==> src/rtl/shift_pkg.sv <==
`default_nettype none
// +-----------------------------------------------------------------------------
// | shift_pkg
// | Shared lane/word types, sizes and FSM states for the lane shifters.
// | Revision: 1.0
// +-----------------------------------------------------------------------------
package shift_pkg;

    localparam int LANE_W    = 5;
    localparam int LANES     = 10;
    localparam int SHIFT_MAX = 4;
    localparam int WORD_W    = LANE_W * LANES;
    localparam int SHIFT_W   = 3;

    typedef logic [LANE_W-1:0]  lane_t;
    typedef logic [WORD_W-1:0]  word_t;
    typedef logic [SHIFT_W-1:0] shamt_t;

    typedef enum logic [1:0] {
        IDLE  = 2'd0,
        SHIFT = 2'd1,
        DONE  = 2'd2
    } state_t;

endpackage : shift_pkg
`default_nettype wire

==> src/rtl/shl_lane_step.sv <==
`default_nettype none
// +-----------------------------------------------------------------------------
// | shl_lane_step
// | Combinational one-lane left step: top lane dropped, fill enters lane 0.
// | Revision: 1.0
// +-----------------------------------------------------------------------------
module shl_lane_step
    import shift_pkg::*;
(
    input  word_t data,
    input  lane_t fill,
    output word_t shifted
);

    assign shifted = {data[WORD_W-LANE_W-1:0], fill};

endmodule : shl_lane_step
`default_nettype wire

==> src/rtl/shift_left_seq.sv <==
`default_nettype none
// +-----------------------------------------------------------------------------
// | shift_left_seq
// | Lane-granular left shifter with valid/ready in and out; one lane per clock,
// | or the whole shift in one step when SHIFT_LEFT_ONESHOT_EN is defined.
// | Revision: 1.0
// +-----------------------------------------------------------------------------
module shift_left_seq
    import shift_pkg::*;
(
    input  logic   clk,
    input  logic   rst_n,
    input  logic   in_valid,
    output logic   in_ready,
    input  word_t  in,
    input  shamt_t shift,
    input  lane_t  fill,
    output logic   out_valid,
    input  logic   out_ready,
    output word_t  out,
    output logic   out_err
);

    state_t r_state;
    state_t w_state_nxt;
    word_t  r_data;
    lane_t  r_fill;
    shamt_t r_cnt;
    logic   r_err;

    word_t  w_load;
    word_t  w_step;
    logic   w_illegal;
    logic   w_direct;

    assign w_illegal = (shift > shamt_t'(SHIFT_MAX));

`ifdef SHIFT_LEFT_ONESHOT_EN
    word_t w_chain [0:SHIFT_MAX];

    assign w_chain[0] = in;

    generate
        for (genvar k = 0; k < SHIFT_MAX; k++) begin : g_chain
            shl_lane_step u_step (
                .data    (w_chain[k]),
                .fill    (fill),
                .shifted (w_chain[k+1])
            );
        end
    endgenerate

    // Illegal counts must leave the word untouched, so bypass the chain
    assign w_load   = w_illegal ? in : w_chain[shift];
    assign w_step   = r_data;
    assign w_direct = 1'b1;
`else
    shl_lane_step u_step (
        .data    (r_data),
        .fill    (r_fill),
        .shifted (w_step)
    );

    assign w_load   = in;
    assign w_direct = (shift == '0) || w_illegal;
`endif

    always_ff @(posedge clk or negedge rst_n) begin
        if (!rst_n) begin
            r_state <= IDLE;
        end else begin
            r_state <= w_state_nxt;
        end
    end

    always_comb begin
        w_state_nxt = r_state;
        in_ready    = 1'b0;
        out_valid   = 1'b0;
        case (r_state)
            IDLE: begin
                in_ready = 1'b1;
                if (in_valid) begin
                    w_state_nxt = w_direct ? DONE : SHIFT;
                end
            end
            SHIFT: begin
                if (r_cnt == shamt_t'(1)) begin
                    w_state_nxt = DONE;
                end
            end
            DONE: begin
                out_valid = 1'b1;
                if (out_ready) begin
                    w_state_nxt = IDLE;
                end
            end
            default: w_state_nxt = IDLE;
        endcase
    end

    always_ff @(posedge clk or negedge rst_n) begin
        if (!rst_n) begin
            r_data <= '0;
            r_fill <= '0;
            r_cnt  <= '0;
            r_err  <= 1'b0;
        end else begin
            case (r_state)
                IDLE: begin
                    if (in_valid) begin
                        r_data <= w_load;
                        r_fill <= fill;
                        r_cnt  <= shift;
                        r_err  <= w_illegal;
                    end
                end
                SHIFT: begin
                    r_data <= w_step;
                    r_cnt  <= r_cnt - shamt_t'(1);
                end
                DONE: begin
                    if (out_ready) begin
                        r_err <= 1'b0;
                    end
                end
                default: ;
            endcase
        end
    end

    assign out     = r_data;
    assign out_err = r_err;

endmodule : shift_left_seq
`default_nettype wire

==> config.mk <==
export PLATFORM = sky130hd
export DESIGN_NAME = shift_left_seq
export DESIGN_NICKNAME = d
export VERILOG_FILES = /design/src/rtl/shift_pkg.sv /design/src/rtl/shl_lane_step.sv /design/src/rtl/shift_left_seq.sv
export SDC_FILE = /design/constraint.sdc
export NUM_CORES = 1
export LEC_CHECK = 0
export ABC_AREA = 1
export BUFFER_PORTS_ARGS = -buffer_cell sky130_fd_sc_hd__buf_2
export CAP_MARGIN = 40
export CORE_MARGIN = 2
export CORE_UTILIZATION = 55
export CTS_CLUSTER_DIAMETER = 30
export DETAILED_ROUTE_END_ITERATION = 8
export PLACE_DENSITY = 0.86
export SLEW_MARGIN = 20
export SYNTH_ARGS = -nofsm -noshare
export SYNTH_HDL_FRONTEND = slang
export SYNTH_HIERARCHICAL = 1
export SYNTH_SLANG_ARGS = --single-unit
==> constraint.sdc <==
create_clock -name clk -period 2.2 [get_ports clk]
set_input_delay 0.22 -clock clk [delete_from_list [all_inputs] [get_ports clk]]
set_output_delay 0.22 -clock clk [all_outputs]
set_load 0.02 [all_outputs]
==> results of run 1 <==
final cells by class:
cell class / count / share of cell area, %
sequential: 61 / 39.0
multi-input combinational: 356 / 36.0
timing repair buffer: 120 / 17.0
clock buffer: 12 / 3.96
tap: 75 / 2.39
inverter: 11 / 1.05
clock inverter: 4 / 0.575
per-stage QoR:
step | utilization, % | setup WS [ns]
5_1_grt | 65.4 | 0.478
6_report | 65.4 | 0.574
2_1_floorplan | - | 0.850
3_3_place_gp | 61.9 | 0.656
4_1_cts | 65.1 | 0.565
3_5_place_dp | 61.9 | 0.587
synthesized netlist by cell type:
| cell type | number |
|---|---|
| or2_2 | 1 |
| nor3_1 | 1 |
| nand4_1 | 1 |
| ha_1 | 3 |
| a21oi_1 | 1 |
| nor2_2 | 1 |
| inv_1 | 9 |
| buf_2 | 22 |
| nand3_1 | 10 |
| nand2_1 | 331 |
| o21ai_0 | 3 |
| buf_4 | 50 |
| a21oi_4 | 1 |
| dfrtp_1 | 61 |
| nor2_4 | 1 |
| nand2_2 | 1 |
| inv_2 | 2 |
| nor2_1 | 1 |
routing by layer:
metal / part of all wire (%) / GRT usage, % / vias to the layer above / wire length [um]
met1: 44 / 29.5 / 1479 / 3430
met5: 0 / 0 / - / 0
met3: 6.8 / 5.86 / 9 / 522
met2: 48 / 38.9 / 122 / 3700
li1: - / - / 1574 / -
met4: 0.91 / 5.66 / 0 / 70
placed cells by master (no fill, tap or decap), types with 2 or more instances in the layout:
cell type  instances
buf_12             4
buf_2            114
clkbuf_8          11
clkinv_2           3
dfrtp_1           61
ha_1               3
inv_1              9
inv_2              2
nand2_1          331
nand3_1           10
o21ai_0            3
kinds of logic (layout without fill, tap and decap cells):
| group | after synthesis | count (layout) | share of synthesized area (%) |
|---|---|---|---|
| adder cells (fa/ha/maj) | 3 | 3 | 1.08 |
| flip-flops | 61 | 61 | 44.1 |
| buffers and inverters | 83 | 147 | 15.2 |
| AO/OA/AOI/OAI | 5 | 5 | 1.05 |
| AND/OR/NAND/NOR | 348 | 348 | 38.6 |
where the power goes:
part | internal [uW] | switching, uW | leakage, uW
combinational | 970 | 2000 | 0.00158
sequential | 1670 | 429 | 0.000756
clock | 465 | 424 | 0.0000921
path summary, 6_finish.rpt:
| check | start | endpoint | cells after the start | slack [ns] |
|---|---|---|---|---|
| worst max-delay path | r_state[1] | in_ready | 2 | 0.57 |
| worst min-delay path | fill[0] | r_fill[0] | 3 | 0.13 |
| worst max register to register | r_state[0] | r_state[0] | 6 | 0.64 |
| worst min register to register | out[47] | out[47] | 2 | 0.47 |
| max in group asynchronous | rst_n | r_state[0] | 3 | 1.14 |
| min in group asynchronous | rst_n | out[26] | 2 | 0.44 |
flip-flops by register name, summed over array words and instances (netlist names):
signal	flops
out	50
r_state	2
r_fill	5
r_cnt	3
out_err	1
worst reg2reg max path: cells and delay by family (launching register included):
| family | cells | cell delay [ns] |
|---|---|---|
| buffers and inverters | 2 | 0.37 |
| flip-flops | 1 | 0.47 |
| AND/OR/NAND/NOR | 4 | 0.62 |
what timing repair did:
action                     CTS  global route
setup endpoints to repair    0             0
hold endpoints to repair    24             0
hold buffers                 1             0
==> run metrics, run 1 <==
Tcrit/Tclk final 73.9%; clk buf depth 2; Tightest Pin Transition 0.617 ns; HP Class input pin to flop; syn_area_per_cell 6.93 um^2; first-pass GRT wire length 13.2 mm; initial antenna violation count 0; top post-synthesis cells by area dfrtp_1 44%, nand2_1 36%, buf_4 11%; Worst setup EP type output port; Mapped Cells 500; CP Cell Sequence nor2_2 > buf_2; status finished clean; CTS tree done; Synth warnings 6; placed cell area 0.00371 mm^2; DRT Pass-1 Iters 4; largest net degree at the start of global routing 54; Yosys top cell area share 44.1%; pwr/cell area 1520 mW/mm^2; I/O Buffers 114; Layout area overhead 13.1%; Fmax achieved 0.615 GHz; Net Count, Synth 565; Detailed Route WL 7.72 mm; Tot GR Track Use 22.9%; Fill cells 531; Critical Path Fanout Max 9; drt initial violations 199; die area 0.00695 mm^2; MaxCap Viol Count 0; number of global-route vias before repair 2989; final clock skew 0.00614 ns; Net count, final 624; Core Area 0.00599 mm^2; final slew viol count 0; cell taking the most area after synthesis dfrtp_1; Placer Congestion 0.854; Root Buffer clkbuf_8; Worst Path Buf+Inv 1; DR WL/cell 12.1 um; register area 0.00153 mm^2; CP max stage delay 0.49 ns; synthesized area 0.00346 mm^2; number of buffers created by CTS 9; antenna cells 0; Worst-path clk slew 0.06 ns; DP Cell Count 621; IO Pins 115; WHS 0.126 ns; critical path class flop to output port; detailed placement HPWL 5.17 mm; Data arrival, critical path 1.41 ns; post-CTS sizing 0; worst-skew pair later-pin latency 0.33 ns; Final Power 5950 uW; Startpoint Class flop; CP max stage cell dfrtp_1; RSZ-0062 raised after global routing false; FF+latch count, synth 61; effective utilization at floorplan 57.8%; post-synth cell types 18; total gr overflow 0; FP Rows 28; critical path's top delay family flip-flops; Final Critical Period 1.63 ns; Final Hold Fails 0; via count 3184; total negative slack 0 ns; share of cells above drive strength 1 25.0%; CP required 1.98 ns; Rel. slew slack 58.9%; DR vias/cell 4.98; ANT nets after route 0; Non-Filler Cell Area, Final 0.00392 mm^2; htree depth 3; Seq/Total Area, Yosys 44.1%; post-CTS setup buffers 0; Max VDD drop 0.812 mV; Horiz. Die Dim 83.4 um; count of final setup violators 0; Multi-input gate area 0.00141 mm^2; Layout Cells excl Fill 639; die height 83.4 um; Post-route DRC 0; leakage 0.00243 uW; clk sinks 61
(Power assumes the default switching activity.)
==> run 2: changes to the inputs <==
Settings changed: CORE_UTILIZATION 55 to 46, PLACE_DENSITY 0.86 to 0.77.
Clock period 2.2 ns to 1.3 ns, I/O delays scaled along.
==> run metrics, run 2 (synthesis gave the netlist of run 1 again) <==
Data arrival, critical path 1.17 ns (-0.24 ns); status finished clean; Placer Congestion 0.792 (-7.2%); critical path class flop to output port; DR WL/cell 12.1 um (+0.35%); register area 0.00153 mm^2 (about the same); pwr/cell area 2620 mW/mm^2 (+73%); crit path capture in_ready; Critical Path Fanout Max 4 (-5); initial antenna violation count 0 (unchanged); number of buffers created by CTS 9 (unchanged); Tightest Pin Transition 0.319 ns (-0.298 ns); drt initial violations 141 (-29%); Max VDD drop 1.51 mV (+86%); Final Critical Period 1.30 ns; total gr overflow 0 (unchanged); Worst R2R Start r_state[1]; die area 0.00824 mm^2 (+19%); antenna cells 0 (unchanged); Rel. slew slack 78.7% (+20 points); R2R Setup Slk 0.08 ns (-0.56 ns); count of final setup violators 0 (unchanged); ANT nets after route 0 (unchanged); first-pass GRT wire length 14.0 mm (+6.5%); Multi-input gate area 0.00143 mm^2 (+1.1%); Tcrit/Tclk final 100%; DR vias/cell 4.69 (-5.9%); Crit. Startpoint r_state[1]; effective utilization at floorplan 47.5% (-10 points); worst-skew pair later-pin latency 0.34 ns (about the same); via count 3155 (-0.91%); leading cell types in the layout, fill and taps excluded 330 x nand2_1, 112 x buf_2, 60 x dfrtp_1, 12 x clkbuf_8, 10 x nand3_1; FF-to-FF path depth 6 (unchanged); final slew viol count 0 (unchanged); MaxCap Viol Count 0 (unchanged); Core Area 0.00729 mm^2 (+22%); leakage 0.00251 uW (+3.5%); Net count, final 634 (+1.6%); Core Util, Final 56.5% (-8.9 points); Post-route DRC 0 (unchanged); Final Power 10800 uW (+81%); Startpoint Class flop; share of cells above drive strength 1 27.2% (+2.2 points); Tot GR Track Use 20.8% (-2.2 points); IO Pins 115 (unchanged); Final Hold Fails 0 (unchanged); clk buf depth 2 (unchanged); DRT Pass-1 Iters 4 (unchanged); CP required 1.17 ns (-0.81 ns); Root Buffer clkbuf_8; Horiz. Die Dim 90.8 um (+8.9%); detailed placement HPWL 5.76 mm (+11%); Fill cells 713 (+34%); RSZ-0062 raised after global routing true; CTS tree done; Worst-path clk slew 0.06 ns (about the same); Worst setup EP type output port; die height 90.8 um (+8.9%); I/O Buffers 114 (unchanged); final clock skew 0.0107 ns (+0.00454 ns); largest net degree at the start of global routing 62 (+15%); FP Rows 31 (+11%); HP Class input pin to flop; most common cell after layout, fill and taps aside nand2_1; Detailed Route WL 8.16 mm (+5.7%); number of global-route vias before repair 3117 (+4.3%); max reg flops 50 (unchanged); Layout area overhead 19.0%; Fmax achieved 0.770 GHz; clk sinks 61 (unchanged); htree depth 3 (unchanged); Worst R2R End out_err
## run 2: cell types whose count changed in the layout (fill, tap and decap cells not counted), moves of 2 or more
cell | previous run | this run
buf_12 | 4 | 6
buf_6 | 0 | 5
buf_4 | 1 | 6
nor2_4 | 1 | 3
buf_2 | 114 | 112
## run 2: worst max-delay path: stages (launching register included)
cell     delay, ns
dfrtp_2       0.46
buf_6         0.15
nor2_4        0.10
buf_6         0.13
## run 2: how the worst min path moves through the flow
stage            start        end  slack [ns]  cells after the start
2_1_floorplan    rst_n     out[0]       -0.17                      0
3_3_place_gp     rst_n    out[22]        0.17                      2
3_5_place_dp     rst_n    out[22]        0.16                      2
4_1_cts        fill[4]  r_fill[4]        0.03                      3
5_1_grt        fill[3]  r_fill[3]        0.06                      3
6_report       fill[4]  r_fill[4]        0.04                      3
## run 2: per-stage QoR
| step | instance area (um^2) | TNS, ns | std cells | setup WS (ns) | hold WS (ns) |
|---|---|---|---|---|---|
| after floorplan | 3470 | 0 | 500 | 0.0693 | -0.166 |
| after global placement | 3850 | 0 | 654 | 0.115 | 0.167 |
| after detailed placement | 3850 | 0 | 654 | 0.0527 | 0.165 |
| after CTS | 4100 | -0.00720 | 672 | -0.00720 | 0.0265 |
| after global routing | 4120 | -0.0479 | 673 | -0.0399 | 0.0615 |
| final | 4120 | 0 | 673 | 0.000523 | 0.0386 |
## run 2: layer usage
| layer | GRT usage [%] | part of all wire (%) | vias up |
|---|---|---|---|
| met5 | 0 | 0 | - |
| met4 | 7.70 | 1.0 | 0 |
| met3 | 3.76 | 5.8 | 9 |
| met2 | 34.8 | 49 | 100 |
| met1 | 27.0 | 45 | 1458 |
| li1 | - | - | 1588 |
## run 2: area by class of cell
cell class	instances	area share [%]
inverters	11	1.00
repair buffers	130	19.2
clock inverters	4	1.09
well taps	99	3.01
multi-input cells	356	34.6
flip-flops and latches	61	37.1
clock buffers	12	4.01
## run 2: timing repair
| item | 4_1_cts | 5_1_grt |
|---|---|---|
| hold buffers | 1 | 0 |
| gates cloned | 0 | 0 |
| setup buffers | 1 | 1 |
| pin swaps | 1 | 1 |
| setup endpoints to repair | 2 | 59 |
| resized for setup | 8 | 4 |
| hold endpoints to repair | 61 | 0 |
## run 2: report_power, final
group | switching [uW] | total [uW] | internal [uW]
Clock | 726 | 1760 | 1030
Sequential | 745 | 3580 | 2830
Combinational | 3500 | 5470 | 1970
